## src/rtl/pipeline_sequencer.sv

```systemverilog
// Contour pipeline sequencer: steps sobel -> erosion -> one_edge -> color_contour and owns the shared memory ports.
// Optional per-stage watchdog enabled by defining STAGE_TIMEOUT_EN.
module pipeline_sequencer #(
  parameter int ADDR_W  = 19,
  parameter int EDGE_W  = 3,
  parameter int TIMEOUT = 2000000
) (
  input  logic              clk_25mhz,
  input  logic              rst,
  input  logic              run,
  input  logic              abort,
  input  logic [1:0]        depth,
  output logic              sobel_start,
  output logic              erosion_start,
  output logic              edge_start,
  output logic              color_start,
  input  logic              sobel_done,
  input  logic              erosion_done,
  input  logic              one_edge_done,
  input  logic              color_done,
  input  logic [ADDR_W-1:0] st_addr_a [4],
  input  logic [EDGE_W-1:0] st_din_a [4],
  input  logic [ADDR_W-1:0] st_addr_b [1:3],
  input  logic [ADDR_W-1:0] sobel_rgb_addr,
  input  logic [ADDR_W-1:0] vga_addr,
  output logic [ADDR_W-1:0] edge_bram_addr,
  output logic [EDGE_W-1:0] edge_bram_din,
  output logic              edge_bram_we,
  output logic [ADDR_W-1:0] edge_bram_addrb,
  output logic [ADDR_W-1:0] memory_read_addr,
  output logic [2:0]        stage,
  output logic              busy,
  output logic              done,
  output logic              error
);

  typedef enum logic [2:0] {
    ST_IDLE     = 3'd0,
    ST_SOBEL    = 3'd1,
    ST_EROSION  = 3'd2,
    ST_ONE_EDGE = 3'd3,
    ST_COLOR    = 3'd4,
    ST_DONE     = 3'd5,
    ST_ERROR    = 3'd6
  } state_t;

  state_t      state_q, state_d;
  logic [1:0]  depth_q, depth_d;
  logic [3:0]  done_vec, done_q, done_rise;
  logic        entry_q;
  logic        in_stage;
  logic [1:0]  cur_idx;
  logic [1:0]  last_idx;
  logic        timeout_hit;
  logic [3:0]  starts;

  assign done_vec  = {color_done, one_edge_done, erosion_done, sobel_done};
  assign done_rise = done_vec & ~done_q;
  assign in_stage  = (state_q == ST_SOBEL) || (state_q == ST_EROSION) ||
                     (state_q == ST_ONE_EDGE) || (state_q == ST_COLOR);
  assign last_idx  = (depth_q == 2'd0) ? 2'd1 : depth_q;

  always_comb begin
    cur_idx = 2'd0;
    case (state_q)
      ST_EROSION:  cur_idx = 2'd1;
      ST_ONE_EDGE: cur_idx = 2'd2;
      ST_COLOR:    cur_idx = 2'd3;
      default:     cur_idx = 2'd0;
    endcase
  end

`ifdef STAGE_TIMEOUT_EN
  logic [31:0] tmo_cnt_q;

  // Counter restarts on every state change so each stage gets its own full budget
  always_ff @(posedge clk_25mhz or posedge rst) begin
    if (rst) begin
      tmo_cnt_q <= '0;
    end else if (state_d != state_q) begin
      tmo_cnt_q <= '0;
    end else if (in_stage) begin
      tmo_cnt_q <= tmo_cnt_q + 32'd1;
    end
  end

  assign timeout_hit = in_stage && (tmo_cnt_q == 32'(TIMEOUT - 1));
  assign error       = (state_q == ST_ERROR);
`else
  assign timeout_hit = 1'b0;
  assign error       = 1'b0;
`endif

  // State register
  always_ff @(posedge clk_25mhz or posedge rst) begin
    if (rst) begin
      state_q <= ST_IDLE;
      depth_q <= 2'd0;
      done_q  <= 4'd0;
      entry_q <= 1'b0;
    end else begin
      state_q <= state_d;
      depth_q <= depth_d;
      done_q  <= done_vec;
      entry_q <= (state_d != state_q);
    end
  end

  // Next state: abort wins, then the current stage's done edge, then the watchdog
  always_comb begin
    state_d = state_q;
    depth_d = depth_q;
    if (abort) begin
      state_d = ST_IDLE;
    end else begin
      case (state_q)
        ST_IDLE, ST_DONE, ST_ERROR: begin
          if (run) begin
            state_d = ST_SOBEL;
            depth_d = depth;
          end
        end
        ST_SOBEL, ST_EROSION, ST_ONE_EDGE, ST_COLOR: begin
          if (!entry_q && done_rise[cur_idx]) begin
            state_d = (cur_idx == last_idx) ? ST_DONE : state_t'(state_q + 3'd1);
          end else if (timeout_hit) begin
            state_d = ST_ERROR;
          end
        end
        default: state_d = ST_IDLE;
      endcase
    end
  end

  // Outputs and port ownership
  always_comb begin
    starts           = 4'b0000;
    edge_bram_addr   = '0;
    edge_bram_din    = '0;
    edge_bram_we     = 1'b0;
    edge_bram_addrb  = vga_addr;
    memory_read_addr = vga_addr;
    case (state_q)
      ST_SOBEL: begin
        starts           = 4'b0001;
        edge_bram_addr   = st_addr_a[0];
        edge_bram_din    = st_din_a[0];
        edge_bram_we     = 1'b1;
        memory_read_addr = sobel_rgb_addr;
      end
      ST_EROSION: begin
        starts          = 4'b0011;
        edge_bram_addr  = st_addr_a[1];
        edge_bram_din   = st_din_a[1];
        edge_bram_we    = 1'b1;
        edge_bram_addrb = st_addr_b[1];
      end
      ST_ONE_EDGE: begin
        starts          = 4'b0111;
        edge_bram_addr  = st_addr_a[2];
        edge_bram_din   = st_din_a[2];
        edge_bram_we    = 1'b1;
        edge_bram_addrb = st_addr_b[2];
      end
      ST_COLOR: begin
        starts          = 4'b1111;
        edge_bram_addr  = st_addr_a[3];
        edge_bram_din   = st_din_a[3];
        edge_bram_we    = 1'b1;
        edge_bram_addrb = st_addr_b[3];
      end
      ST_DONE: begin
        case (last_idx)
          2'd2:    starts = 4'b0111;
          2'd3:    starts = 4'b1111;
          default: starts = 4'b0011;
        endcase
      end
      default: starts = 4'b0000;
    endcase
  end

  assign sobel_start   = starts[0];
  assign erosion_start = starts[1];
  assign edge_start    = starts[2];
  assign color_start   = starts[3];
  assign stage         = state_q;
  assign busy          = in_stage;
  assign done          = (state_q == ST_DONE);

endmodule
```

## config.mk

```make
export PLATFORM = sky130hd
export DESIGN_NAME = pipeline_sequencer
export DESIGN_NICKNAME = d
export VERILOG_FILES = /design/src/rtl/pipeline_sequencer.sv
export SDC_FILE = /design/constraint.sdc
export NUM_CORES = 1
export LEC_CHECK = 0
export CORE_MARGIN = 8
export CORE_UTILIZATION = 26
export CTS_CLUSTER_SIZE = 28
export DETAILED_ROUTE_END_ITERATION = 10
export MAX_ROUTING_LAYER = met4
export PLACE_DENSITY = 0.9
export SLEW_MARGIN = 40
export SYNTH_ARGS = -nofsm -noshare
export SYNTH_HDL_FRONTEND = slang
export SYNTH_SLANG_ARGS = --single-unit
```

## constraint.sdc

```tcl
create_clock -name clk_25mhz -period 2.8 [get_ports clk_25mhz]
set_input_delay 0.56 -clock clk_25mhz [delete_from_list [all_inputs] [get_ports clk_25mhz]]
set_output_delay 0.56 -clock clk_25mhz [all_outputs]
set_load 0.02 [all_outputs]
```

---- After elaboration in Yosys (flattened, before gate mapping) ----
Index checks and enable logic that the tools add are counted.
Widths: inputs -> output; s select.
word-level totals
  bits in registers ....................... 10
  output and inout bits ................... 71
  logic and storage cells ................. 45
operators by class
  $add $sub $neg .......................... 1
  order comparisons ....................... 1
  eq/ne operators ......................... 10
  muxes and demuxes ....................... 16
  bitwise gates (word level) .............. 3
  reduce and logical (&&, ||, !) cells .... 10
operators by type and width
  operator             count
  $pmux 19 s4          1
  $pmux 19 s3          1
  $pmux 4 s5           1
  $mux 19              1
  $mux 3               4
  $pmux 3 s4           1
  $eq 3x3->1 const B   3
  $pmux 4 s2           1
  $eq 3x2->1 const B   2
  $pmux 2 s3           1
  $pmux 3 s2           1
  $and 4x4->4          1
  $eq 2x2->1 const B   2
  $not 4->4            1
  $reduce_or 4->1      1
  $add 3x1->3 const B  1
  $eq 3x1->1 const B   1
  $logic_not 3->1      1
  $logic_or 1x1->1     3
  $lt 2x3->1 const B   1
  $ne 3x3->1           1
  $reduce_and 3->1     1
  $reduce_or 3->1      1
  $bmux 1 s2           1
  7 further kinds      8

---- Depth between registers and ports, before layout ----
Gate-level depths: netlist (run 1).
  word-level depth ........................ 9
  mapped depth ............................ 10
  depth with buffers taken out ............ 7

---- Worst setup path before layout (run 1) ----
OpenSTA, ideal clock, no wires.
  path kind ............................... register -> output
  start point ............................. register state_q[1] (netlist: stage[1])
  end point ............................... output port edge_bram_addrb[13]
  arrival ................................. 2.406 ns
  data required time ...................... 2.240 ns
  slack ................................... -0.166 ns
  cell stages (with the launch flop) ...... 8
  path buffers ............................ 3
  cell sequence ........................... dfrtp_1 ha_1 ha_1 clkbuf_1 clkbuf_1 clkbuf_1 a222oi_1 o21ai_0
between the ends
  cells in the longest elaborated chain, start to end .. 2
  elaborated cells on any way between the ends .. 4
  those cells by class .................... 3 x eq/ne; 1 x mux
RTL lines
  element                                   line  text
  start, declared                           47    state_t state_q, state_d;
  start signal, assigned                    102   state_q <= state_d;
  $eq 3x3->1 or $eq 3x2->1 (tied branches)  143   case (state_q)
  $pmux 19 s3 (*)                           143
  end, declared                             29    output logic [ADDR_W-1:0] edge_bram_addrb,
Mark *: on every way between the ends. The rest lies on a longest branch, timed or not.

---- Worst setup path after layout (run 1) ----
  start point ............................. register state_q[1] (netlist: stage[1])
  end point ............................... output port edge_bram_addrb[14]
Same word-level chain as after synthesis.

==> impl_metrics.env, run 1 <==
export IMPL_powerDensity_mw_per_mm2=280
export IMPL_skew_ps=0.601
export IMPL_numPortBuffers=262
export IMPL_fin_nets=773
export IMPL_synth_cell_types=49
export IMPL_p_leak_nw=2.11
export IMPL_async_flop_share=1.00
export IMPL_die_area_mm2=0.0108
export IMPL_syn_nets=496
export IMPL_period_share=0.985
export IMPL_max_freq_mhz=363
export IMPL_drive_gt1_frac=0.207
export IMPL_startpoint_type="flop"
export IMPL_die_w_um=104
export IMPL_insertion_delay_ps=230
export IMPL_hpwlAfterDp_um=12300
export IMPL_wl_per_cell_um=22.3
export IMPL_end_kind="primary output"
export IMPL_drc=0
export IMPL_syn_area_mm2=0.00201
export IMPL_synth_seq_cells=10
export IMPL_layoutNonFillerInstCount=677
export IMPL_ioPinCount=264
export IMPL_hold_violations=0
export IMPL_ys_warn_count=0
export IMPL_firstDrtPassIters=8
export IMPL_cp_max_fo=14
export IMPL_grt_pass1_wl_um=22500
export IMPL_synth_ff_type="dfrtp_1"
export IMPL_vdd_ir_drop_max_mv=0.292
export IMPL_numCtsBuffers=3
export IMPL_cts_sinks=10
export IMPL_grt_max_degree=24
export IMPL_stdcell_area_mm2=0.00502
export IMPL_maxCapViolations=0
export IMPL_rows=32
export IMPL_synth_area_per_cell_um2=6.75
export IMPL_cts_root_buffer_cell="clkbuf_8"
export IMPL_cts_tree="done"
export IMPL_finalSetupViolations=0
export IMPL_gp_congestion=1.00
export IMPL_drt_iter0_markers=341
export IMPL_antenna_found_initial=1
export IMPL_antenna_left=0
export IMPL_holdBufCountCts=0
export IMPL_worstPathCellList="ha_4 > ha_4 > buf_4 > buf_4 > a222oi_1 > o21ai_2 > dlygate4sd2_1"
export IMPL_cts_path_max_buffers=2
export IMPL_via_count=3847
export IMPL_drv_slew=0
export IMPL_routed_wirelength_um=15100
export IMPL_required_ps=2240
export IMPL_worstSetupPathType="reg2out"
export IMPL_syn_inst=298
export IMPL_cts_htree_levels=1
export IMPL_placedCellCount=665
export IMPL_period_needed_ps=2760
export IMPL_place_area_mm2=0.00501
export IMPL_grt_ovfl_total=0
export IMPL_grt_setup_unrepaired="yes"
export IMPL_placeableCoreArea_mm2=0.00761
export IMPL_track_usage=0.261
export IMPL_hold_path_class="reg2reg"
export IMPL_initial_core_util=0.264
export IMPL_synth_edff_count=0
export IMPL_die_h_um=104
export IMPL_status="complete, no violations"
export IMPL_crit_slowest_cell="dfrtp_2"
export IMPL_area_growth_synth_to_final_pct=150
export IMPL_grt_pass1_vias=3834
export IMPL_synth_seq_area_share=0.124
export IMPL_via_per_inst=5.68
export IMPL_path_clk_slew_ps=50
export IMPL_max_stage_delay_ps=440
export IMPL_critical_path_arrival_ps=2200
[routing by layer]
| layer | vias up | global-route usage | wire (µm) |
|---|---|---|---|
| li1 | 1722 | - | - |
| met1 | 1829 | 0.292 | 5620 |
| met2 | 262 | 0.465 | 7820 |
| met3 | 34 | 0.0397 | 1210 |
| met4 | 0 | 0.0807 | 480 |
| met5 | - | - | 0 |
[stage by stage]
stage	setup WS [ps]	hold slack (ps)	TNS, ps	total power, mW	utilization
6_report	42.3	600	0	1.41	0.660
5_1_grt	-46.8	626	-104	1.49	0.660
4_1_cts	-29.2	607	-65.9	1.41	0.663
3_5_place_dp	-200	603	-1920	1.30	0.659
3_3_place_gp	-37.2	565	-50.0	1.28	0.659
2_1_floorplan	-15.4	400	-30.8	0.629	-
[cell type report]
type / count / area (µm²)
well taps: 102 / 128
flip-flops and latches: 10 / 251
clock buffers: 4 / 55.1
diodes: 1 / 2.50
fillers: 647 / 2580
repair buffers: 304 / 2840
inverters: 6 / 22.5
multi-input cells: 250 / 1720
[sequential cells by signal, summed over array words and instances, names as in the netlist]
register  flops
done_q        4
stage         3
depth_q       2
entry_q       1
[repair_timing]
item	in CTS	in global routing
endpoints found under the hold margin	0	0
pin swaps	5	22
resized for setup	79	81
endpoints found under the setup margin	66	38
gates cloned	1	0
setup buffers	1	5
[Yosys cell counts, types with 3 or more instances]
cell | instances | area (µm²)
clkbuf_1 | 21 | 78.8
a31oi_1 | 4 | 25.0
buf_2 | 4 | 20.0
nor2_1 | 8 | 30.0
buf_6 | 4 | 45.0
inv_1 | 6 | 22.5
o22ai_1 | 18 | 113
ha_1 | 5 | 62.6
or4_1 | 3 | 22.5
and2_1 | 3 | 18.8
o21ai_0 | 20 | 100
nand2_1 | 79 | 297
a21oi_1 | 5 | 25.0
a22oi_1 | 8 | 60.1
dfrtp_1 | 10 | 250
a222oi_1 | 37 | 370
nor2b_1 | 21 | 131
[worst max-delay path: cells and delay by family, from the launching register on]
family / cells / cell delay [ps]
DFF: 1 / 440
buffers and inverters: 3 / 700
AOI/OAI and AO/OA: 2 / 440
adders and majority gates: 2 / 380
[report_power, final]
group / leakage [nW] / total (mW) / switching (mW) / internal [mW]
clock network: 0.0288 / 0.178 / 0.0542 / 0.123
logic: 1.96 / 1.05 / 0.513 / 0.534
registers: 0.122 / 0.184 / 0.0197 / 0.164
total: 2.11 / 1.41 / 0.587 / 0.821
[cells by family after synthesis]
kind of cell    Yosys count  synth area share
compound gates          111             0.431
fa+ha+maj                 5            0.0311
flops                    10             0.124
buf+inv                  38            0.0921
other cells               1           0.00187
mux                       3            0.0162
simple gates            129             0.299
xor+xnor                  1           0.00436
[final timing paths]
path	cells after the start	startpoint	slack [ps]	to
min in group asynchronous	2	rst	610	depth_q[0]
min	1	depth_q[0]	600	depth_q[0]
max in group asynchronous	2	rst	1900	stage[1]
max	7	stage[1]	40	edge_bram_addrb[14]
max reg2reg	9	stage[0]	270	stage[0]
min reg2reg	1	depth_q[0]	600	depth_q[0]
[layout by cell type (no fill, tap or decap), drive strengths merged, types with 2 or more instances in the layout]
cell           Yosys  final
o31ai              2      2
nor3b              2      2
nand3              2      2
o211ai             2      2
dlygate4sd2        0     30
or2                2      2
mux2               2      2
clkbuf            21     31
a211o              2      2
and2               3      3
o22ai             18     18
a31o               2      2
clkdlybuf4s50      0    196
nand4              2      2
a31oi              4      4
ha                 5      5
a21oi              5      5
or4                3      3
buf               11     46
nor2               8      8
dfrtp             10     10
nor2b             22     22
nand2             79     79
o21ai             20     20
o2bb2ai            2      2
a222oi            37     37
inv                6      6
clkdlybuf4s15      0      5
a22oi              9      9
(Power assumes the default switching activity.)
==> run 2: changes to the inputs <==
--- a/config.mk
+++ b/config.mk
@@ -5,6 +5,7 @@
 export SDC_FILE = /design/constraint.sdc
 export NUM_CORES = 1
 export LEC_CHECK = 0
+export CAP_MARGIN = 20
 export CORE_MARGIN = 8
 export CORE_UTILIZATION = 26
 export CTS_CLUSTER_SIZE = 28
==> results of run 2 <==
Same layout as run 1: the final DEF is identical, and so are final timing and power.
==> run 3: changes to the inputs <==
--- a/config.mk
+++ b/config.mk
@@ -5,7 +5,7 @@
 export SDC_FILE = /design/constraint.sdc
 export NUM_CORES = 1
 export LEC_CHECK = 0
-export CAP_MARGIN = 20
+export CAP_MARGIN = 0
 export CORE_MARGIN = 8
 export CORE_UTILIZATION = 26
 export CTS_CLUSTER_SIZE = 28
==> results of run 3 <==
Same layout as run 1: the final DEF is identical, and so are final timing and power.
